$ cat config.mk
export PLATFORM = sky130hd
export DESIGN_NAME = axi_stream_input_flat
export DESIGN_NICKNAME = d
export VERILOG_FILES = /design/src/rtl/axi_stream_input_if.sv /design/src/rtl/axi_stream_input.sv /design/src/flat_wrapper.sv
export SDC_FILE = /design/constraint.sdc
export NUM_CORES = 1
export LEC_CHECK = 0
export ABC_AREA = 1
export CELL_PAD_IN_SITES_DETAIL_PLACEMENT = 1
export CELL_PAD_IN_SITES_GLOBAL_PLACEMENT = 2
export CORE_MARGIN = 2
export CORE_UTILIZATION = 30
export DETAILED_ROUTE_END_ITERATION = 16
export PLACE_DENSITY = 0.79
export SYNTH_ARGS = -nofsm -noshare
export SYNTH_HDL_FRONTEND = slang
export SYNTH_SLANG_ARGS = --single-unit
export TNS_END_PERCENT = 100
$ cat constraint.sdc
create_clock -name s_axis_aclk -period 2.93 [get_ports s_axis_aclk]
set_input_delay 0.879 -clock s_axis_aclk [delete_from_list [all_inputs] [get_ports s_axis_aclk]]
set_output_delay 0.879 -clock s_axis_aclk [all_outputs]
set_load 0.05 [all_outputs]
$ cat src/rtl/axi_stream_input_if.sv
// AXI4-Stream channel for int8 feature-map samples; tuser carries the channel count.
interface axi_stream_input_if #(
  parameter int DATA_WIDTH = 8,
  parameter int USER_WIDTH = 7
);
  logic                  tvalid;
  logic                  tready;
  logic [DATA_WIDTH-1:0] tdata;
  logic                  tlast;
  logic [USER_WIDTH-1:0] tuser;

  modport master (output tvalid, tdata, tlast, tuser, input tready);
  modport slave  (input tvalid, tdata, tlast, tuser, output tready);
endinterface

$ cat src/rtl/axi_stream_input.sv
// AXI4-Stream ingress: accepts int8 samples into a 2-entry skid buffer and writes
// them to the input SRAM at consecutive (wrapping) addresses, reporting framing status.
module axi_stream_input #(
  parameter int ADDR_WIDTH         = 13,
  parameter int DATA_WIDTH         = 8,
  parameter int MAX_ADDR_WIDTH     = 14,
  parameter int NUM_CHANNELS_WIDTH = $clog2(64 + 1)
) (
  input  logic                          s_axis_aclk,
  input  logic                          s_axis_aresetn,
  axi_stream_input_if.slave             s_axis,
  output logic                          sram_in_en,
  output logic [ADDR_WIDTH-1:0]         sram_in_addr,
  output logic [DATA_WIDTH-1:0]         sram_in_data,
  input  logic                          sram_in_ready,
  input  logic                          start_input,
  input  logic [ADDR_WIDTH-1:0]         base_addr,
  input  logic [MAX_ADDR_WIDTH-1:0]     in_size,
  output logic                          input_done,
  output logic                          tlast_err,
  output logic [NUM_CHANNELS_WIDTH-1:0] num_channels,
  output logic [MAX_ADDR_WIDTH-1:0]     words_written
);

  typedef enum logic [1:0] {IDLE, RECV, DRAIN, DONE} state_t;

  localparam logic [MAX_ADDR_WIDTH-1:0] CNT_ONE  = MAX_ADDR_WIDTH'(1);
  localparam logic [ADDR_WIDTH-1:0]     ADDR_ONE = ADDR_WIDTH'(1);

  state_t                    state, state_next;
  logic [MAX_ADDR_WIDTH-1:0] size_latched;
  logic [MAX_ADDR_WIDTH-1:0] accept_cnt;
  logic [ADDR_WIDTH-1:0]     wr_addr;
  logic [DATA_WIDTH-1:0]     fifo_mem [2];
  logic                      fifo_rd_ptr;
  logic                      fifo_wr_ptr;
  logic [1:0]                fifo_count;

  logic active;
  logic push;
  logic pop;
  logic last_beat;
  logic final_beat;
  logic abort;

  // tready depends only on registers so the upstream valid/ready loop stays open.
  assign s_axis.tready = (state == RECV) && (fifo_count < 2'd2) && (accept_cnt < size_latched);

  assign active       = (state == RECV) || (state == DRAIN);
  assign push         = s_axis.tvalid && s_axis.tready;
  assign sram_in_en   = active && (fifo_count != 2'd0);
  assign pop          = sram_in_en && sram_in_ready;
  assign last_beat    = (accept_cnt == size_latched - CNT_ONE);
  assign final_beat   = push && (last_beat || s_axis.tlast);
  assign abort        = active && !start_input;
  assign sram_in_addr = wr_addr;
  assign sram_in_data = fifo_mem[fifo_rd_ptr];
  assign input_done   = (state == DONE);

  // NOTE: sequential state uses non-blocking assignments so every flop samples
  // pre-edge values regardless of process ordering.
  always_ff @(posedge s_axis_aclk or negedge s_axis_aresetn) begin
    if (!s_axis_aresetn) state <= IDLE;
    else                 state <= state_next;
  end

  // NOTE: state_next gets its default before the case so no path leaves it
  // unassigned, which would infer a latch.
  always_comb begin
    state_next = state;
    unique case (state)
      IDLE:    if (start_input) state_next = (in_size != '0) ? RECV : DONE;
      RECV:    if (!start_input)            state_next = IDLE;
               else if (final_beat)         state_next = DRAIN;
      DRAIN:   if (!start_input)            state_next = IDLE;
               else if (fifo_count == 2'd0) state_next = DONE;
      DONE:    if (!start_input)            state_next = IDLE;
      default: state_next = IDLE;
    endcase
  end

  always_ff @(posedge s_axis_aclk or negedge s_axis_aresetn) begin
    if (!s_axis_aresetn) begin
      size_latched  <= '0;
      accept_cnt    <= '0;
      wr_addr       <= '0;
      words_written <= '0;
      tlast_err     <= 1'b0;
      num_channels  <= '0;
      fifo_rd_ptr   <= 1'b0;
      fifo_wr_ptr   <= 1'b0;
      fifo_count    <= 2'd0;
      // NOTE: the skid storage is only two words, so it is reset too; this keeps
      // sram_in_data at zero out of reset instead of exposing X.
      fifo_mem[0]   <= '0;
      fifo_mem[1]   <= '0;
    end else begin
      if (state == IDLE && start_input) begin
        size_latched  <= in_size;
        accept_cnt    <= '0;
        wr_addr       <= base_addr;
        words_written <= '0;
        tlast_err     <= 1'b0;
        num_channels  <= '0;
      end

      // A write presented with ready high completes even in the abort cycle.
      if (pop) begin
        wr_addr       <= wr_addr + ADDR_ONE;
        words_written <= words_written + CNT_ONE;
      end

      if (abort) begin
        fifo_rd_ptr <= 1'b0;
        fifo_wr_ptr <= 1'b0;
        fifo_count  <= 2'd0;
      end else begin
        if (push) begin
          fifo_mem[fifo_wr_ptr] <= s_axis.tdata;
          fifo_wr_ptr           <= ~fifo_wr_ptr;
          accept_cnt            <= accept_cnt + CNT_ONE;
          if (accept_cnt == '0)                 num_channels <= s_axis.tuser;
          if (s_axis.tlast != last_beat)        tlast_err    <= 1'b1;
        end
        if (pop) fifo_rd_ptr <= ~fifo_rd_ptr;
        unique case ({push, pop})
          2'b10:   fifo_count <= fifo_count + 2'd1;
          2'b01:   fifo_count <= fifo_count - 2'd1;
          default: fifo_count <= fifo_count;
        endcase
      end
    end
  end

endmodule
$ cat src/flat_wrapper.sv
// flat-port wrapper written by rule: the top's interface ports become plain ports
module axi_stream_input_flat 
#(
  parameter int ADDR_WIDTH         = 13,
  parameter int DATA_WIDTH         = 8,
  parameter int MAX_ADDR_WIDTH     = 14,
  parameter int NUM_CHANNELS_WIDTH = $clog2(64 + 1)
)
  (s_axis_aclk, s_axis_aresetn, sram_in_en, sram_in_addr, sram_in_data, sram_in_ready, start_input, base_addr, in_size, input_done, tlast_err, num_channels, words_written, s_axis_tvalid, s_axis_tdata, s_axis_tlast, s_axis_tuser, s_axis_tready);
  axi_stream_input_if #(.DATA_WIDTH(DATA_WIDTH)) s_axis_i ();
  input  logic s_axis_aclk;
  input  logic s_axis_aresetn;
  output logic sram_in_en;
  output logic [ADDR_WIDTH-1:0] sram_in_addr;
  output logic [DATA_WIDTH-1:0] sram_in_data;
  input  logic sram_in_ready;
  input  logic start_input;
  input  logic [ADDR_WIDTH-1:0] base_addr;
  input  logic [MAX_ADDR_WIDTH-1:0] in_size;
  output logic input_done;
  output logic tlast_err;
  output logic [NUM_CHANNELS_WIDTH-1:0] num_channels;
  output logic [MAX_ADDR_WIDTH-1:0] words_written;
  input wire logic [$bits(s_axis_i.tvalid)-1:0] s_axis_tvalid;
  input wire logic [$bits(s_axis_i.tdata)-1:0] s_axis_tdata;
  input wire logic [$bits(s_axis_i.tlast)-1:0] s_axis_tlast;
  input wire logic [$bits(s_axis_i.tuser)-1:0] s_axis_tuser;
  output wire logic [$bits(s_axis_i.tready)-1:0] s_axis_tready;
  assign s_axis_i.tvalid = s_axis_tvalid;
  assign s_axis_i.tdata = s_axis_tdata;
  assign s_axis_i.tlast = s_axis_tlast;
  assign s_axis_i.tuser = s_axis_tuser;
  assign s_axis_tready = s_axis_i.tready;
  axi_stream_input #(.ADDR_WIDTH(ADDR_WIDTH), .DATA_WIDTH(DATA_WIDTH), .MAX_ADDR_WIDTH(MAX_ADDR_WIDTH), .NUM_CHANNELS_WIDTH(NUM_CHANNELS_WIDTH)) u_core (.s_axis_aclk(s_axis_aclk), .s_axis_aresetn(s_axis_aresetn), .s_axis(s_axis_i), .sram_in_en(sram_in_en), .sram_in_addr(sram_in_addr), .sram_in_data(sram_in_data), .sram_in_ready(sram_in_ready), .start_input(start_input), .base_addr(base_addr), .in_size(in_size), .input_done(input_done), .tlast_err(tlast_err), .num_channels(num_channels), .words_written(words_written));
endmodule
-- Yosys cells after proc, flatten, opt, wreduce, memory -nomap -nowiden
Index checks and enable logic that the tools add are counted.
- input bits: 48
- output and inout port bits: 46
- flip-flop bits (word level): 85
- equal/unequal tests: 11
- mux-type cells: 35
- bitwise logic cells: 5
- $lt $le $gt $ge: 5
- add/sub/neg operators: 6
- reductions and logical operators: 23
- operators by type and width (cell ; number):
    $mux W14 ; 5
    $mux W8 ; 4
    $add A14 B1 Y14 const B ; 2
    $mux W7 ; 4
    $mux W13 ; 2
    $bwmux W16 ; 1
    $mux W2 ; 8
    $eq A14 B14 Y1 ; 1
    $logic_not A14 Y1 ; 1
    $lt A14 B14 Y1 ; 1
    $reduce_bool A14 Y1 ; 1
    $sub A14 B1 Y14 const B ; 1
    $add A13 B1 Y13 const B ; 1
    $logic_and A1 B1 Y1 ; 9
    $demux W8 S1 ; 1
    $mux W1 ; 8
    $pmux W2 S4 ; 1
    $reduce_bool A2 Y1 ; 4
    $eq A2 B2 Y1 const B ; 3
    $eq A2 B1 Y1 const B ; 2
    $ge A2 B2 Y1 const B ; 2
    $logic_not A2 Y1 ; 2
    $ne A2 B2 Y1 const B ; 2
    $not A1 Y2 ; 2
    other kinds (14) ; 17

-- Longest topological paths before layout
- word-level depth: 8
- depth in mapped cells: 18
- depth with buffers taken out: 18

-- Worst setup path after synthesis
Ideal clock, no wire load.
- path type: reg-to-reg
- from: reg u_core.state[0]
- to: reg u_core.fifo_count[1]
- path buffers: 1
- setup slack: 172 ps
- cell stages (with the launch flop): 13
- library setup time: 120 ps
- arrival time: 2638 ps
- cell sequence: dfrtp_1 -> inv_1 -> ha_1 -> inv_1 -> nor2_1 -> nand2_2 -> inv_1 -> buf_4 -> ha_1 -> xnor2_1 -> xor2_1 -> o211ai_1 -> inv_1
- word-level cells in the longest chain between the ends: 7
- elaborated cells on any way between the ends: 14
- ends and longest elaborated chain (element ; RTL line ; text):
    start: declaration ; axi_stream_input.sv:30 ; state_t state, state_next;
    start signal: assignment ; axi_stream_input.sv:64 ; else state <= state_next;
    $eq A2 B1 Y1 or $eq A2 B2 Y1 (tied branches) ; axi_stream_input.sv:49 ; assign active = (state == RECV) || (state == DRAIN);
    $logic_or A1 B1 Y1 * ; axi_stream_input.sv:49 ;
    $logic_and A1 B1 Y1 * ; axi_stream_input.sv:51 ; assign sram_in_en = active && (fifo_count != 2'd0);
    net sram_in_en ; flat_wrapper.sv:13 ; output logic sram_in_en;
    $logic_and A1 B1 Y1 * ; axi_stream_input.sv:52 ; assign pop = sram_in_en && sram_in_ready;
    $eq A2 B1 Y1 or $eq A2 B2 Y1 (tied branches) ; axi_stream_input.sv:126 ; unique case ({push, pop})
    $pmux W2 S2 ; axi_stream_input.sv:126 ;
    $mux W2 ; axi_stream_input.sv:113 ; if (abort) begin
    end signal: assignment ; axi_stream_input.sv:127 ; 2'b10: fifo_count <= fifo_count + 2'd1;
    end signal: assignment ; axi_stream_input.sv:128 ; 2'b01: fifo_count <= fifo_count - 2'd1;
    end signal: assignment ; axi_stream_input.sv:129 ; default: fifo_count <= fifo_count;
    end: declaration ; axi_stream_input.sv:37 ; logic [1:0] fifo_count;
The timed path passes the listed nets; every way through them passes the cells marked *.
A chain may end at the register's enable or synchronous reset.

-- Final worst setup path
- from: reg u_core.size_latched[13]
- to: out s_axis_tready
- word-level cells in the longest chain between the ends: 2
- ends and longest elaborated chain (element ; RTL line ; text):
    start: declaration ; axi_stream_input.sv:31 ; logic [MAX_ADDR_WIDTH-1:0] size_latched;
    start signal: assignment ; axi_stream_input.sv:99 ; size_latched <= in_size;
    $lt A14 B14 Y1 ; axi_stream_input.sv:47 ; assign s_axis.tready = (state == RECV) && (fifo_count < 2'd2) && (accept_cnt < size_latched);
    $logic_and A1 B1 Y1 ; axi_stream_input.sv:47 ;
    end: declaration ; flat_wrapper.sv:28 ; output wire logic [$bits(s_axis_i.tready)-1:0] s_axis_tready;
No other way between the ends.

==> run metrics <==
critical path peak fanout 3; Starting Density 0.307; TNS Setup 0 ns; # rows 49; Clock Tree Buf Depth 2; Avg Vias per Cell 4.93; gr busiest metal met2; critical path's slowest cell dfrtp_1; Final min period 2.80 ns; Final Skew 0.0100 ns; RSZ-0062 raised after global routing no; post-route cell area just over 7000 sq um; global-route wire length before repair 29300 um; Worst path max stage delay 0.37 ns; Yosys warning total 0; top post-synthesis cells by area dfrtp_1 (39%), nand2_1 (18%), nand3_1 (6.4%); clk root buf clkbuf_16; vias in the first global route 5822; GRT Resource Usage Total 0.186; Worst Path Arrival approximately 1.9 ns; DP Area 6780 sq um; Tightest Pin Transition 0.638 ns; cts bufs inserted 9; Port Buffer Count 93; fin cells 1109; Die Ht approximately 140 um; commonest cells after routing, fill and taps aside nand2_1 (266), clkdlybuf4s50_1 (90), inv_1 (85); core box area approximately 18000 sq um; Critical Path RT 2.05 ns; H-Tree Depth 3; total gr overflow 0; Critical Path Most Common Cell inv_1; ANT nets after route 0; Post-Place Cells 1087; commonest non-fill, non-tap cell in the layout nand2_1; post-synthesis register bit count 85; critical path endpoint category output pin; I/O pins between 90 and 100; Clock Sinks 85; Final setup viols 0; initial drt markers 256; GPL Wtd Cong 0.826; initial antenna violation count 0; CTS tree done; Skew-Pair Late Insertion Delay ~0.36 ns; Post-Route WL approximately 17000 um; Hold Crit Class flop to flop; crit path launch type flop; # Max-Cap Violations 0; Post-Syn Instances 766; final slew viol count 0; met3 GRT Util 0.0268; synthesized area 5510 sq um; remaining routing DRC violations 0; # diodes 0; Area growth syn-to-layout 30.4%; Static Leakage 3.49 nW; met1 Use GR 0.244; status complete, no violations; DRT Pass-1 Iters 4; sequential share of the synthesized area 0.386; Hold Violations, Final 0; syn avg cell area 7.19 sq um; Tcrit/Tclk final 0.957; Fmax 0.357 GHz; Unique masters post-synth 39; area share of the largest cell type after synthesis 0.386; pin count of the biggest net entering global routing 86; Die Wd ~140 um; hold slack final 0.478 ns; clock slew at reported path FFs 0.07 ns; via count of the routed design 5462; most area-hungry cell type in the Yosys netlist dfrtp_1; routed len/inst roughly 16 um; Worst VDD drop ~440 uV; nets 949; Detail Placement HPWL between 10000 and 15000 um; GRT met2 Usage 0.318; pwr dens 965 nW/um^2; Crit Path Category flop to output pin; crit-path cells inv_1 > ha_1 > nand2_1 > inv_1 > nand3_1 > nor2_1 > nand2_2 > and2_4 > buf_12; Mapped Nets 840; relative slew slack 0.569; die footprint between 15000 and 20000 sq um; fraction of layout cells with a size suffix above 1 0.0818
## where the power goes
part	switching (mW)	internal, mW
Sequential	0.353	1.56
Clock	0.533	0.843
Combinational	2.39	1.26
## logic make-up (layout without fill, tap and decap cells)
family                     Yosys count  in the layout  synth area share
and+or+nand+nor                    427            427             0.333
buffers and inverters              115            229            0.0865
adders and majority gates           26             26            0.0591
AOI/OAI and AO/OA                   77             77            0.0779
xor gates and xnor gates            36             36            0.0572
DFF                                 85             85             0.386
## metrics by stage
step	total power [mW]	worst slack, ns	utilization
final	6.93	0.126	0.400
after global routing	7.49	0.0172	0.400
after CTS	6.97	0.0210	0.398
after detailed placement	5.55	0.281	0.377
after global placement	5.43	0.314	0.377
after floorplan	4.35	0.172	-
## registers in the layout, summed over array words and instances (netlist names)
name	cells
u_core.accept_cnt	14
u_core.fifo_count	2
u_core.fifo_mem	16
u_core.fifo_rd_ptr	1
u_core.fifo_wr_ptr	1
u_core.num_channels	7
u_core.size_latched	14
u_core.sram_in_addr	13
u_core.state	2
u_core.tlast_err	1
u_core.words_written	14
## layer usage
layer / part of all wire / vias to the layer above
met2: 0.49 / 83
met3: 0.030 / 16
li1: - / 2670
met1: 0.47 / 2693
met4: 0.016 / 0
met5: 0 / -
## cell type report
type | count | area (sq um)
fillers | 2222 | 10800
clock buffers | 10 | 229
multi-input cells | 566 | 2910
inverters | 92 | 345
repair buffers | 121 | 1160
flip-flops and latches | 85 | 2130
well taps | 229 | 287
clock inverters | 6 | 116
## path summary, 6_finish.rpt
check	startpoint	endpoint	slack (ns)	cells past startpoint
min in group asynchronous	s_axis_aresetn	u_core.size_latched[13]$_DFFE_PN0P_	0.55	2
max	u_core.size_latched[13]$_DFFE_PN0P_	s_axis_tready	0.13	9
min reg2reg	u_core.fifo_mem[15]$_DFFE_PN0P_	u_core.fifo_mem[15]$_DFFE_PN0P_	0.48	2
max reg2reg	u_core.size_latched[0]$_DFFE_PN0P_	u_core.state[1]$_DFFE_PN0P_	0.28	15
max in group asynchronous	s_axis_aresetn	u_core.accept_cnt[13]$_DFF_PN0_	1.97	2
min	u_core.fifo_mem[15]$_DFFE_PN0P_	u_core.fifo_mem[15]$_DFFE_PN0P_	0.48	2
## critical path, delay by kind of cell (launching register included)
family / cells / cell delay, ns
flops: 1 / 0.37
fa+ha+maj: 1 / 0.30
simple gates: 5 / 0.59
buf+inv: 3 / 0.30
## synthesized netlist by cell type (all sizes together)
cell type and number:
inv 90, buf 13, o211ai 5, o21ai 43, nand3 73, clkbuf 10, xor2 27, a21oi 17
dfrtp 85, nor2 50, nor4b 1, nor4 6, nand4 11, nand2 271, a22oi 1, a22o 1
ha 26, xnor2 9, and2 1, nand3b 1, or2 1, nor3 12, o31ai 2, clkinv 2
o221ai 3, o22ai 4, o311ai 1
## repair_timing
| action | CTS | global route |
|---|---|---|
| setup buffers | 3 | 3 |
| resized for setup | 3 | 6 |
| setup endpoints to repair | 1 | 1 |
| hold endpoints to repair | 0 | 0 |
| pin swaps | 0 | 1 |
| hold buffers | 0 | 0 |
No activity file was read; power rests on OpenSTA's default activity.
